### config.mk
export PLATFORM = sky130hd
export DESIGN_NAME = sdram_size_probe_flat
export DESIGN_NICKNAME = d
export VERILOG_FILES = /design/src/rtl/sdram_probe_pkg.sv /design/src/rtl/sdram_size_probe_if.sv /design/src/rtl/sdram_size_probe.sv /design/src/flat_wrapper.sv
export SDC_FILE = /design/constraint.sdc
export NUM_CORES = 1
export LEC_CHECK = 0
export BUFFER_PORTS_ARGS = -buffer_cell sky130_fd_sc_hd__buf_2
export CORE_AREA = 4 4 103 105
export CTS_BUF_LIST = sky130_fd_sc_hd__clkbuf_8
export CTS_CLUSTER_DIAMETER = 200
export DETAILED_ROUTE_END_ITERATION = 8
export DIE_AREA = 0 0 107 109
export PLACE_DENSITY_LB_ADDON = 0.2
export REMOVE_ABC_BUFFERS = 1
export SLEW_MARGIN = 20
export SYNTH_ARGS = -nofsm -noshare
export SYNTH_HDL_FRONTEND = slang
export SYNTH_SLANG_ARGS = --single-unit
### constraint.sdc
create_clock -name clk_sys -period 6.15 [get_ports clk_sys]
set_input_delay 1.23 -clock clk_sys [delete_from_list [all_inputs] [get_ports clk_sys]]
set_output_delay 1.23 -clock clk_sys [all_outputs]
set_load 0.005 [all_outputs]
### src/rtl/sdram_probe_pkg.sv
// sdram_probe_pkg: shared states, probe-step ROM and cfg bit positions for the SDRAM size probe
package sdram_probe_pkg;
  typedef enum logic [2:0] {WAIT_INIT, ISSUE, GUARD, WAIT_RDY, FINISH, CLEAR, DONE} state_t;
  typedef struct packed {
    logic        is_read;
    logic [26:0] addr;
    logic [15:0] data;
    logic [1:0]  cfg_bit;
  } step_t;
  localparam int CFG_DONE = 15;
  localparam int CFG_ERR = 14;
  localparam logic [2:0] LAST_STEP = 3'd6;
  localparam logic [2:0] CLR_STEP = 3'd7;
  localparam step_t STEP_ROM [7] = '{
    '{1'b0, 27'h4000000, 16'd3128, 2'd0},
    '{1'b0, 27'h2000000, 16'd2064, 2'd0},
    '{1'b0, 27'h0000000, 16'd1032, 2'd0},
    '{1'b0, 27'h1000000, 16'd12345, 2'd0},
    '{1'b1, 27'h4000000, 16'd3128, 2'd2},
    '{1'b1, 27'h2000000, 16'd2064, 2'd1},
    '{1'b1, 27'h0000000, 16'd1032, 2'd0}
  };
endpackage

### src/rtl/sdram_size_probe_if.sv
// sdram_size_probe_if: command port between the size probe and the SDRAM controller
interface sdram_size_probe_if;
  logic        sdram_ready;
  logic [15:0] sdram_dout;
  logic [26:0] sdram_addr;
  logic [15:0] sdram_din;
  logic        sdram_we;
  logic        sdram_rd;
  modport master (input sdram_ready, sdram_dout, output sdram_addr, sdram_din, sdram_we, sdram_rd);
  modport slave (output sdram_ready, sdram_dout, input sdram_addr, sdram_din, sdram_we, sdram_rd);
endinterface

### src/rtl/sdram_size_probe.sv
// sdram_size_probe: sizes the SDRAM by alias write/readback, publishes cfg, then zero-fills the detected range
module sdram_size_probe
  import sdram_probe_pkg::*;
#(
  parameter int GUARD_CYCLES = 1,
  parameter int TIMEOUT = 65535,
  parameter int CLEAR_EN = 1
) (
  input  logic                       clk_sys,
  input  logic                       reset,
  sdram_size_probe_if.master         bus,
  output logic [15:0]                cfg,
  output logic                       clear_done
);
  localparam int TW = $clog2(TIMEOUT + 1);
  localparam int GW = $clog2(GUARD_CYCLES + 2);
  state_t      state_q, state_d;
  logic [2:0]  step_q, step_d;
  logic [GW-1:0] g_q, g_d;
  logic [TW-1:0] t_q, t_d;
  logic [26:0] clr_addr_q, clr_addr_d;
  logic [26:0] addr_q, addr_d;
  logic [15:0] din_q, din_d;
  logic        we_q, we_d, rd_q, rd_d;
  logic [15:0] cfg_q, cfg_d;
  logic        clear_done_q, clear_done_d;
  step_t       cur;
  logic [26:0] clr_last;
  logic [TW-1:0] t_inc;
  assign cur = STEP_ROM[step_q == CLR_STEP ? 3'd0 : step_q];
  assign clr_last = cfg_q[2] ? 27'h3FFFFFF : cfg_q[1] ? 27'h1FFFFFF : 27'h0FFFFFF;
  assign t_inc = t_q + TW'(1);
  // Next-state and command generation; pulses default low so each lasts one cycle
  always_comb begin
    state_d = state_q;
    step_d = step_q;
    g_d = g_q;
    t_d = t_q;
    clr_addr_d = clr_addr_q;
    addr_d = addr_q;
    din_d = din_q;
    we_d = 1'b0;
    rd_d = 1'b0;
    cfg_d = cfg_q;
    clear_done_d = clear_done_q;
    case (state_q)
      WAIT_INIT: state_d = bus.sdram_ready ? ISSUE : WAIT_INIT;
      ISSUE: if (bus.sdram_ready) begin
        we_d = ~cur.is_read;
        rd_d = cur.is_read;
        addr_d = cur.addr;
        din_d = cur.data;
        g_d = '0;
        t_d = '0;
        state_d = GUARD_CYCLES == 0 ? WAIT_RDY : GUARD;
      end
      CLEAR: if (bus.sdram_ready) begin
        we_d = 1'b1;
        addr_d = clr_addr_q;
        din_d = 16'h0;
        g_d = '0;
        t_d = '0;
        state_d = GUARD_CYCLES == 0 ? WAIT_RDY : GUARD;
      end
      GUARD: begin
        g_d = g_q + GW'(1);
        state_d = g_q == GW'(GUARD_CYCLES - 1) ? WAIT_RDY : GUARD;
      end
      WAIT_RDY: if (bus.sdram_ready) begin
        if (step_q == CLR_STEP) begin
          clr_addr_d = clr_addr_q == clr_last ? clr_addr_q : clr_addr_q + 27'd1;
          clear_done_d = clr_addr_q == clr_last;
          state_d = clr_addr_q == clr_last ? DONE : CLEAR;
        end else begin
          if (cur.is_read) cfg_d[cur.cfg_bit] = bus.sdram_dout == cur.data;
          if (step_q == LAST_STEP) cfg_d[CFG_DONE] = 1'b1;
          step_d = step_q + 3'd1;
          state_d = step_q == LAST_STEP ? FINISH : ISSUE;
        end
      end else begin
        t_d = t_inc;
        if (t_inc == TW'(TIMEOUT)) begin
          cfg_d[CFG_DONE] = 1'b1;
          cfg_d[CFG_ERR] = 1'b1;
          clear_done_d = 1'b1;
          state_d = DONE;
        end
      end
      FINISH: begin
        state_d = (CLEAR_EN != 0 && |cfg_q[2:0]) ? CLEAR : DONE;
        clear_done_d = !(CLEAR_EN != 0 && |cfg_q[2:0]);
      end
      DONE: state_d = DONE;
      default: state_d = WAIT_INIT;
    endcase
  end
  // State and output registers; reset abandons any access in flight
  always_ff @(posedge clk_sys) begin
    if (reset) begin
      state_q <= WAIT_INIT;
      step_q <= '0;
      g_q <= '0;
      t_q <= '0;
      clr_addr_q <= '0;
      addr_q <= '0;
      din_q <= '0;
      we_q <= 1'b0;
      rd_q <= 1'b0;
      cfg_q <= '0;
      clear_done_q <= 1'b0;
    end else begin
      state_q <= state_d;
      step_q <= step_d;
      g_q <= g_d;
      t_q <= t_d;
      clr_addr_q <= clr_addr_d;
      addr_q <= addr_d;
      din_q <= din_d;
      we_q <= we_d;
      rd_q <= rd_d;
      cfg_q <= cfg_d;
      clear_done_q <= clear_done_d;
    end
  end
  assign bus.sdram_addr = addr_q;
  assign bus.sdram_din = din_q;
  assign bus.sdram_we = we_q;
  assign bus.sdram_rd = rd_q;
  assign cfg = cfg_q;
  assign clear_done = clear_done_q;
endmodule

### src/flat_wrapper.sv
// flat-port wrapper written by rule: the top's interface ports become plain ports
module sdram_size_probe_flat import sdram_probe_pkg::*;
#(
  parameter int GUARD_CYCLES = 1,
  parameter int TIMEOUT = 65535,
  parameter int CLEAR_EN = 1
)
  (clk_sys, reset, cfg, clear_done, bus_sdram_ready, bus_sdram_dout, bus_sdram_addr, bus_sdram_din, bus_sdram_we, bus_sdram_rd);
  sdram_size_probe_if bus_i ();
  input  logic clk_sys;
  input  logic reset;
  output logic [15:0] cfg;
  output logic clear_done;
  input wire logic [$bits(bus_i.sdram_ready)-1:0] bus_sdram_ready;
  input wire logic [$bits(bus_i.sdram_dout)-1:0] bus_sdram_dout;
  output wire logic [$bits(bus_i.sdram_addr)-1:0] bus_sdram_addr;
  output wire logic [$bits(bus_i.sdram_din)-1:0] bus_sdram_din;
  output wire logic [$bits(bus_i.sdram_we)-1:0] bus_sdram_we;
  output wire logic [$bits(bus_i.sdram_rd)-1:0] bus_sdram_rd;
  assign bus_i.sdram_ready = bus_sdram_ready;
  assign bus_i.sdram_dout = bus_sdram_dout;
  assign bus_sdram_addr = bus_i.sdram_addr;
  assign bus_sdram_din = bus_i.sdram_din;
  assign bus_sdram_we = bus_i.sdram_we;
  assign bus_sdram_rd = bus_i.sdram_rd;
  sdram_size_probe #(.GUARD_CYCLES(GUARD_CYCLES), .TIMEOUT(TIMEOUT), .CLEAR_EN(CLEAR_EN)) u_core (.clk_sys(clk_sys), .reset(reset), .bus(bus_i), .cfg(cfg), .clear_done(clear_done));
endmodule
==> flow_summary.json, run 1 <==
{
  "status": "complete, no violations",
  "synth_top_area_frac": 0.393,
  "io_buffer_count": 62,
  "grt-ovfl-total": 0,
  "grt_pass1_vias": 3893,
  "dp_slack_ns": 3.04,
  "maxSlewViolCount": 0,
  "irDropWorstVdd_uv": 119,
  "rsz0062_at_grt": "false",
  "crit_chain": "buf_2 > nand2_1 > nor3_4 > nor3b_2 > nand4_1 > xor2_1 > nor2_1",
  "numCtsBuffers": 9,
  "regArea_sq_mm": 0.00186,
  "end_kind": "register",
  "synth_area_sq_mm": 0.00474,
  "final_core_util": 0.534,
  "power_density_mw_per_mm2": 218,
  "diodes": 0,
  "timing.final.ws_setup_ns": 3.55,
  "ant_nets": 0,
  "wl_per_cell_microns": 13.7,
  "slew_headroom": 0.340,
  "fin_area_sq_mm": 0.00515,
  "min_path_type": "reg2reg",
  "fin_crit_sh": 0.422,
  "htree_levels": 3,
  "ctsResizeCount": 0,
  "clk_pin_slew_ns": 0.09,
  "die_area_sq_mm": 0.0117,
  "ys_ff_latch": 93,
  "whs_ns": 0.446,
  "fmax_mhz": 385,
  "cts-root-buf": "clkbuf_8",
  "dr.pass1.iters": 4,
  "tns_ns": 0,
  "cts_setup_buffers": 0,
  "hold_viol_final": 0,
  "post-dp-hpwl_mm": 6.99,
  "drc": 0,
  "grt_max_degree": 95,
  "crit_type": "in2reg",
  "finalPower_mw": 1.12,
  "via_per_inst": 5.43,
  "synthCells": 586,
  "place_congestion": 0.862,
  "wl_mm": 10.4,
  "io_pins": 81,
  "finalSetupViolCount": 0,
  "multi_input_area_sq_mm": 0.00258,
  "antenna_found_initial": 0,
  "synth_top_area_cell": "dfxtp_1",
  "nFillCells": 955,
  "ys_async_sr_fraction": 0,
  "ys_types": 59,
  "clockBufferDepth": 2,
  "final_layout_size_suffix_gt1_frac": 0.156,
  "area_growth_pct": 8.66,
  "slowest_delay_ns": 0.41,
  "dieWidth_microns": 107,
  "synth_ff_type": "dfxtp_1",
  "yosysSeqAreaShare": 0.393,
  "cap_violations": 0,
  "dpl.cell_count": 746,
  "crit_required_ns": 6.37,
  "drtIter0Drc": 216,
  "avgSynthCellArea_sq_um": 8.09,
  "finalCriticalPeriod_ns": 2.60,
  "clk-insertion-delay-late_ns": 0.36,
  "slowest_stage": "nor3b_2",
  "hold_buffers": 0,
  "start_kind": "primary input",
  "die_h_microns": 109,
  "yosys_warnings": 0,
  "worst_slew_pin_slew_ns": 0.990,
  "cp.arrival_ns": 2.82,
  "cts_sinks": 93,
  "grt_use_total": 0.183,
  "power.leakage_nw": 1.99,
  "final_nets": 653,
  "synth-edff-count": 0,
  "vias": 4133,
  "core_sq_mm": 0.00964,
  "synth_area_leaders": "dfxtp_1, nor2_1, xor2_1",
  "cts_tree": "yes",
  "stdcell_count": 761,
  "detailed_place.area_sq_mm": 0.00497,
  "grt_first_pass_wirelength_mm": 17.5,
  "worstPathMaxFanout": 13,
  "fin_skew_ns": 0.00909,
  "fp-row-count": 36,
  "start_util": 0.492
}
==> registers in the layout, summed over array words and instances, names as in the netlist <==
register	count
u_core.cfg	6
u_core.clear_done	1
u_core.step_q	3
u_core.g_q	2
u_core.t_q	16
u_core.bus.sdram_din	6
u_core.clr_addr_q	27
u_core.bus.sdram_we	1
u_core.bus.sdram_rd	1
u_core.bus.sdram_addr	27
u_core.state_q	3
==> report_power, final <==
| group | leakage [nW] | switching (mW) | internal (mW) | total (mW) |
|---|---|---|---|---|
| combinational | 1.15 | 0.0826 | 0.0411 | 0.124 |
| sequential | 0.750 | 0.0137 | 0.615 | 0.629 |
| clock | 0.0843 | 0.215 | 0.156 | 0.371 |
| total | 1.99 | 0.311 | 0.813 | 1.12 |
==> worst max-delay path: cells and delay by family <==
kind	cells	cell delay, ns
AND/OR/NAND/NOR	5	1.20
buffers and inverters	1	0.21
XOR/XNOR	1	0.17
==> synthesized netlist by cell type, drive strengths merged, types with 2 or more instances <==
master / number
and2: 2
o211ai: 3
nor3b: 5
nand4: 9
a31oi: 8
a22oi: 3
and4: 5
nand3: 50
a21oi: 52
xor2: 30
ha: 10
a2111oi: 2
nand2b: 3
a311oi: 6
nor2: 80
buf: 36
mux2i: 9
clkbuf: 19
o22ai: 2
nor4: 8
and3: 10
a32oi: 2
nor2b: 5
or2: 2
nand2: 56
o2111ai: 4
or3: 4
nand4b: 4
dfxtp: 93
o21ai: 18
xnor2: 5
inv: 10
nor3: 18
a211oi: 4
==> per-layer routing <==
| layer | track usage | wire length, microns |
|---|---|---|
| met1 | 0.228 | 4910 |
| met5 | 0 | 0 |
| met3 | 0.0420 | 586 |
| met2 | 0.308 | 4790 |
| met4 | 0.0703 | 114 |
==> area by class of cell <==
type                            count  area share
Inverter                           10     0.00729
Timing Repair Buffer               65      0.0646
Tap cell                          133      0.0323
Clock buffer                       10      0.0267
Sequential cell                    93       0.361
Clock inverter                      5     0.00729
Multi-Input combinational cell    445       0.500
==> cell families (layout without fill, tap and decap cells) <==
group | after synthesis | count (layout) | synth area share
compound gates | 108 | 108 | 0.137
xor+xnor | 35 | 35 | 0.0647
fa+ha+maj | 10 | 10 | 0.0264
buf+inv | 65 | 90 | 0.0786
flops | 93 | 93 | 0.393
mux | 9 | 9 | 0.0190
other cells | 1 | 18 | 0.000791
simple gates | 265 | 265 | 0.281
==> layout by cell type, fill, tap and decap left out, types with 15 or more instances in the layout <==
cell	count
dfxtp_1	93
nor2_1	79
buf_2	62
nand2_1	55
a21oi_1	52
nand3_1	50
xor2_1	30
conb_1	18
nor3_1	16
o21ai_0	15
==> final timing paths <==
| check | startpoint | depth (start not counted) | slack, ns | endpoint |
|---|---|---|---|---|
| worst max register to register | u_core.step_q[1]$_SDFFE_PP0P_ | 8 | 3.58 | u_core.clr_addr_q[25]$_SDFFE_PP0P_ |
| worst min-delay path | u_core.cfg[14]$_SDFFE_PP0P_ | 2 | 0.45 | u_core.cfg[14]$_SDFFE_PP0P_ |
| worst min register to register | u_core.cfg[14]$_SDFFE_PP0P_ | 2 | 0.45 | u_core.cfg[14]$_SDFFE_PP0P_ |
| worst max-delay path | bus_sdram_ready | 7 | 3.55 | u_core.clr_addr_q[25]$_SDFFE_PP0P_ |
(Power assumes the default switching activity.)
==> run 2: changes to the inputs <==
==> constraint.sdc (replaced) <==
create_clock -name clk_sys -period 2.3 [get_ports clk_sys]
set_input_delay 0.46 -clock clk_sys [delete_from_list [all_inputs] [get_ports clk_sys]]
set_output_delay 0.46 -clock clk_sys [all_outputs]
set_load 0.005 [all_outputs]
==> run 2 against run 1 <==
Global-route usage is 1.7 points higher. Clock skew grew 0.0017 ns. Sequential share of layout area decreased by 1.2 points. Routed wire length up 4.1%. Clock-buffer cell count unchanged. Design area rose by 3.5%. Worst hold slack improved by 0.0055 ns. Combinational power increased to 2.9 times the previous value. Via count rose by 1.9%. Highest routed layer unchanged. Sequential power grew to 2.7 times the previous value.
==> flow_summary.json, run 2 (synthesis gave the netlist of run 1 again) <==
{
  "status": "complete, no violations",
  "area_growth_pct": 12.5,
  "clockBufferDepth": 2,
  "rsz0062_at_grt": "false",
  "slowest_delay_ns": 0.40,
  "whs_ns": 0.452,
  "io_buffer_count": 62,
  "wl_mm": 10.8,
  "diodes": 0,
  "antenna_found_initial": 0,
  "most-common-layout-cells": "dfxtp_1, nor2_1, buf_2",
  "timing.final.ws_setup_ns": 0.173,
  "fmax_mhz": 470,
  "power_density_mw_per_mm2": 567,
  "numCtsBuffers": 9,
  "wl_per_cell_microns": 13.8,
  "grt_use_total": 0.199,
  "grt-ovfl-total": 0,
  "place_congestion": 0.863,
  "drc": 0,
  "finalCriticalPeriod_ns": 2.13,
  "htree_levels": 3,
  "cap_violations": 0,
  "dieWidth_microns": 107,
  "hold_buffers": 0,
  "ant_nets": 0,
  "clk-insertion-delay-late_ns": 0.37,
  "crit_chain": "ha_1 > ha_2 > nand2_1 > or3_4 > nor3_4 > nand4_1 > xor2_1 > nor2_1",
  "finalSetupViolCount": 0,
  "nFillCells": 970,
  "final_layout_size_suffix_gt1_frac": 0.186,
  "start_kind": "register",
  "regArea_sq_mm": 0.00186,
  "vias": 4212,
  "via_per_inst": 5.37,
  "crit_type": "reg2reg",
  "io_pins": 81,
  "worstPathMaxFanout": 8,
  "die_h_microns": 109,
  "stdcell_count": 784,
  "cts_tree": "yes",
  "final_common_cell": "dfxtp_1",
  "detailed_place.area_sq_mm": 0.00515,
  "hold_viol_final": 0,
  "grt_first_pass_wirelength_mm": 19.1,
  "multi_input_area_sq_mm": 0.00259,
  "min_path_type": "reg2reg",
  "finalPower_mw": 3.02,
  "fp-row-count": 36,
  "grt_pass1_vias": 4119,
  "power.leakage_nw": 2.13,
  "maxSlewViolCount": 0,
  "dpl.cell_count": 768,
  "dr.pass1.iters": 4,
  "end_kind": "register",
  "cts_sinks": 93,
  "dp_slack_ns": 0.000806,
  "final_core_util": 0.553,
  "worst_slew_pin_slew_ns": 0.511,
  "cp.arrival_ns": 2.43,
  "final_nets": 675,
  "start_util": 0.492,
  "crit_required_ns": 2.60,
  "tns_ns": 0,
  "post-dp-hpwl_mm": 7.69,
  "irDropWorstVdd_uv": 273,
  "drtIter0Drc": 177,
  "fin_skew_ns": 0.0108,
  "cts_setup_buffers": 0,
  "slowest_stage": "or3_4",
  "slew_headroom": 0.659,
  "die_area_sq_mm": 0.0117,
  "grt_max_degree": 44,
  "fin_crit_sh": 0.925,
  "clk_pin_slew_ns": 0.09,
  "core_sq_mm": 0.00964,
  "fin_area_sq_mm": 0.00533,
  "cts-root-buf": "clkbuf_8"
}
-- run 2: changes by cell type in the layout (fill, tap and decap cells not counted), sizes merged --
cell,before,now
buf,65,87
clkinv,3,2
clkinvlp,2,1
inv,10,13
-- run 2: layout make-up --
class,count,area share
sequential,93,0.349
inverter,10,0.00704
clock inverter,6,0.00610
clock buffer,10,0.0258
timing repair buffer,87,0.0957
multi-input combinational,445,0.485
tap,133,0.0312
-- run 2: metal layers --
| metal | global-route usage | part of all wire | routed length, microns |
|---|---|---|---|
| met2 | 0.334 | 0.46 | 4990 |
| met5 | 0 | 0 | 0 |
| met1 | 0.257 | 0.47 | 5120 |
| met3 | 0.0426 | 0.054 | 580 |
| met4 | 0.0648 | 0.013 | 137 |
-- run 2: critical path, delay by kind of cell, from the launching register on --
family                     cells  cell delay (ns)
xor gates and xnor gates       1             0.17
adders and majority gates      2             0.46
DFF                            1             0.39
and+or+nand+nor                5             1.03
-- run 2: final timing paths --
check	slack (ns)	cells past startpoint	startpoint	end
setup / recovery	0.17	8	u_core.step_q[0]$_SDFFE_PP0P_	u_core.clr_addr_q[22]$_SDFFE_PP0P_
hold / removal	0.45	2	u_core.bus.sdram_addr[18]$_SDFFE_PP0P_	u_core.bus.sdram_addr[18]$_SDFFE_PP0P_
setup reg to reg	0.17	8	u_core.step_q[0]$_SDFFE_PP0P_	u_core.clr_addr_q[22]$_SDFFE_PP0P_
hold reg to reg	0.45	2	u_core.bus.sdram_addr[18]$_SDFFE_PP0P_	u_core.bus.sdram_addr[18]$_SDFFE_PP0P_
-- run 2: report_power, final --
| part | leakage [nW] | total, mW | internal [mW] | switching (mW) |
|---|---|---|---|---|
| logic | 1.28 | 0.355 | 0.126 | 0.230 |
| clock network | 0.0961 | 0.986 | 0.412 | 0.574 |
| registers | 0.751 | 1.68 | 1.65 | 0.0364 |
-- run 2: repair_timing --
item / 4_1_cts / 5_1_grt
gates resized for setup: 1 / 3
pin swaps: 0 / 0
endpoints found under the setup margin: 1 / 21
==> run 3: changes to the inputs <==
--- a/config.mk
+++ b/config.mk
@@ -7,7 +7,7 @@
 export LEC_CHECK = 0
 export BUFFER_PORTS_ARGS = -buffer_cell sky130_fd_sc_hd__buf_2
 export CORE_AREA = 4 4 103 105
-export CTS_BUF_LIST = sky130_fd_sc_hd__clkbuf_8
+export CTS_BUF_LIST = sky130_fd_sc_hd__clkbuf_4
 export CTS_CLUSTER_DIAMETER = 200
 export DETAILED_ROUTE_END_ITERATION = 8
 export DIE_AREA = 0 0 107 109
==> run 3 against run 2 <==
Non-clock buffer count is the same. Clock power shrank 19%. Worst setup slack lost 0.0047 ns. Critical path depth is the same. Utilization shrank 0.57 points. Sequential share of layout area grew 0.36 points. Final cell count is the same. Fmax shrank 0.22%. Die area is the same. Worst hold slack lost 0.029 ns. Critical path type unchanged. Critical endpoint unchanged.
==> flow_summary.json, run 3 (synthesis gave the netlist of run 1 again) <==
{
  "status": "complete, no violations",
  "hold_viol_final": 0,
  "drc": 0,
  "fin_skew_ns": 0.0182,
  "vias": 4232,
  "numCtsBuffers": 9,
  "antenna_found_initial": 0,
  "crit_required_ns": 2.68,
  "final_common_cell": "dfxtp_1",
  "slew_headroom": 0.662,
  "die_h_microns": 109,
  "htree_levels": 3,
  "cts_sinks": 93,
  "grt_use_total": 0.198,
  "core_sq_mm": 0.00964,
  "diodes": 0,
  "cap_violations": 0,
  "worst_slew_pin_slew_ns": 0.507,
  "ant_nets": 0,
  "die_area_sq_mm": 0.0117,
  "power_density_mw_per_mm2": 538,
  "worstPathMaxFanout": 8,
  "rsz0062_at_grt": "false",
  "dr.pass1.iters": 4,
  "grt_pass1_vias": 4117,
  "irDropWorstVdd_uv": 280,
  "cp.arrival_ns": 2.51,
  "via_per_inst": 5.40,
  "dieWidth_microns": 107,
  "hold_depth": 3,
  "clk_pin_slew_ns": 0.14,
  "hp-start": "bus_sdram_ready",
  "finalCriticalPeriod_ns": 2.13,
  "final_layout_size_suffix_gt1_frac": 0.189,
  "crit_type": "reg2reg",
  "finalSetupViolCount": 0,
  "fmax_mhz": 469,
  "start_kind": "register",
  "grt_first_pass_wirelength_mm": 19.0,
  "most-common-layout-cells": "dfxtp_1, nor2_1, buf_2",
  "grt-ovfl-total": 0,
  "area_growth_pct": 11.3,
  "min_path_type": "in2reg",
  "reg2reg_depth": 8,
  "stdcell_count": 784,
  "io_pins": 81,
  "cts-root-buf": "clkbuf_4",
  "fp-row-count": 36,
  "clockBufferDepth": 2,
  "cts_setup_buffers": 0,
  "fin_crit_sh": 0.927,
  "post-dp-hpwl_mm": 7.69,
  "start_util": 0.492,
  "r2r_start": "u_core.step_q[0]$_SDFFE_PP0P_",
  "final_nets": 675,
  "io_buffer_count": 62,
  "place_congestion": 0.863,
  "clk-insertion-delay-late_ns": 0.45,
  "drtIter0Drc": 154,
  "tns_ns": 0,
  "wl_per_cell_microns": 13.8,
  "maxSlewViolCount": 0,
  "r2r_end": "u_core.clr_addr_q[22]$_SDFFE_PP0P_",
  "min_to": "u_core.state_q[0]$_SDFFE_PP0P_",
  "cts_tree": "yes",
  "dpl.cell_count": 768,
  "reg2reg_slack_ns": 0.17,
  "end_kind": "register",
  "power.leakage_nw": 2.10,
  "wl_mm": 10.8,
  "grt_max_degree": 44
}
==> run 3: through the flow <==
stage,instance area (sq um),util,hold slack [ns],setup WS [ns],total power [mW]
after floorplan,4470,-,0.434,0.114,1.92
after global placement,5150,0.534,0.433,0.140,2.06
after detailed placement,5150,0.534,0.442,0.000806,2.08
after CTS,5270,0.547,0.401,0.000935,2.87
after global routing,5280,0.548,0.449,0.0282,3.00
final,5280,0.548,0.423,0.169,2.84
==> run 3: worst max-delay path, cell delays in order, from the launching register on <==
cell	delay, ns
dfxtp_2	0.41
ha_1	0.19
ha_2	0.27
nand2_1	0.11
or3_4	0.40
nor3_4	0.27
nand4_1	0.15
xor2_1	0.17
nor2_1	0.09
==> run 3: timing repair <==
| action | in CTS | in global routing |
|---|---|---|
| gates resized for setup | 1 | 3 |
| hold buffers | 0 | 0 |
| setup endpoints to repair | 1 | 21 |
==> run 3: area by class of cell <==
class / instances / area [sq um]
multi-input combinational: 445 / 2590
timing repair buffer: 87 / 510
sequential: 93 / 1860
clock buffer: 12 / 90.1
fill: 973 / 4360
inverter: 10 / 37.5
tap: 133 / 166
clock inverter: 4 / 25.0
==> run 3: power breakdown <==
part / internal, mW / switching (mW) / leakage [nW]
logic: 0.126 / 0.229 / 1.28
clock network: 0.257 / 0.546 / 0.0650
registers: 1.65 / 0.0363 / 0.751
total: 2.03 / 0.812 / 2.10
==> run 3: metal layers <==
layer	vias up	track usage	wire [microns]
li1	2135	-	-
met1	1971	0.258	5040
met2	117	0.332	5020
met3	9	0.0420	638
met4	0	0.0557	106
met5	-	0	0
==> run 3: worst max path at each step <==
stage | start | end | slack (ns) | cells past startpoint
final | u_core.step_q[0]$_SDFFE_PP0P_ | u_core.clr_addr_q[22]$_SDFFE_PP0P_ | 0.17 | 8
after global routing | u_core.step_q[0]$_SDFFE_PP0P_ | u_core.clr_addr_q[19]$_SDFFE_PP0P_ | 0.03 | 9
after CTS | u_core.step_q[0]$_SDFFE_PP0P_ | u_core.clr_addr_q[6]$_SDFFE_PP0P_ | 0.0009 | 8
after detailed placement | u_core.step_q[0]$_SDFFE_PP0P_ | u_core.clr_addr_q[19]$_SDFFE_PP0P_ | 0.0008 | 9
after global placement | u_core.step_q[0]$_SDFFE_PP0P_ | u_core.clr_addr_q[22]$_SDFFE_PP0P_ | 0.14 | 8
after floorplan | u_core.state_q[0]$_SDFFE_PP0P_ | u_core.t_q[8]$_SDFFE_PP0P_ | 0.11 | 5
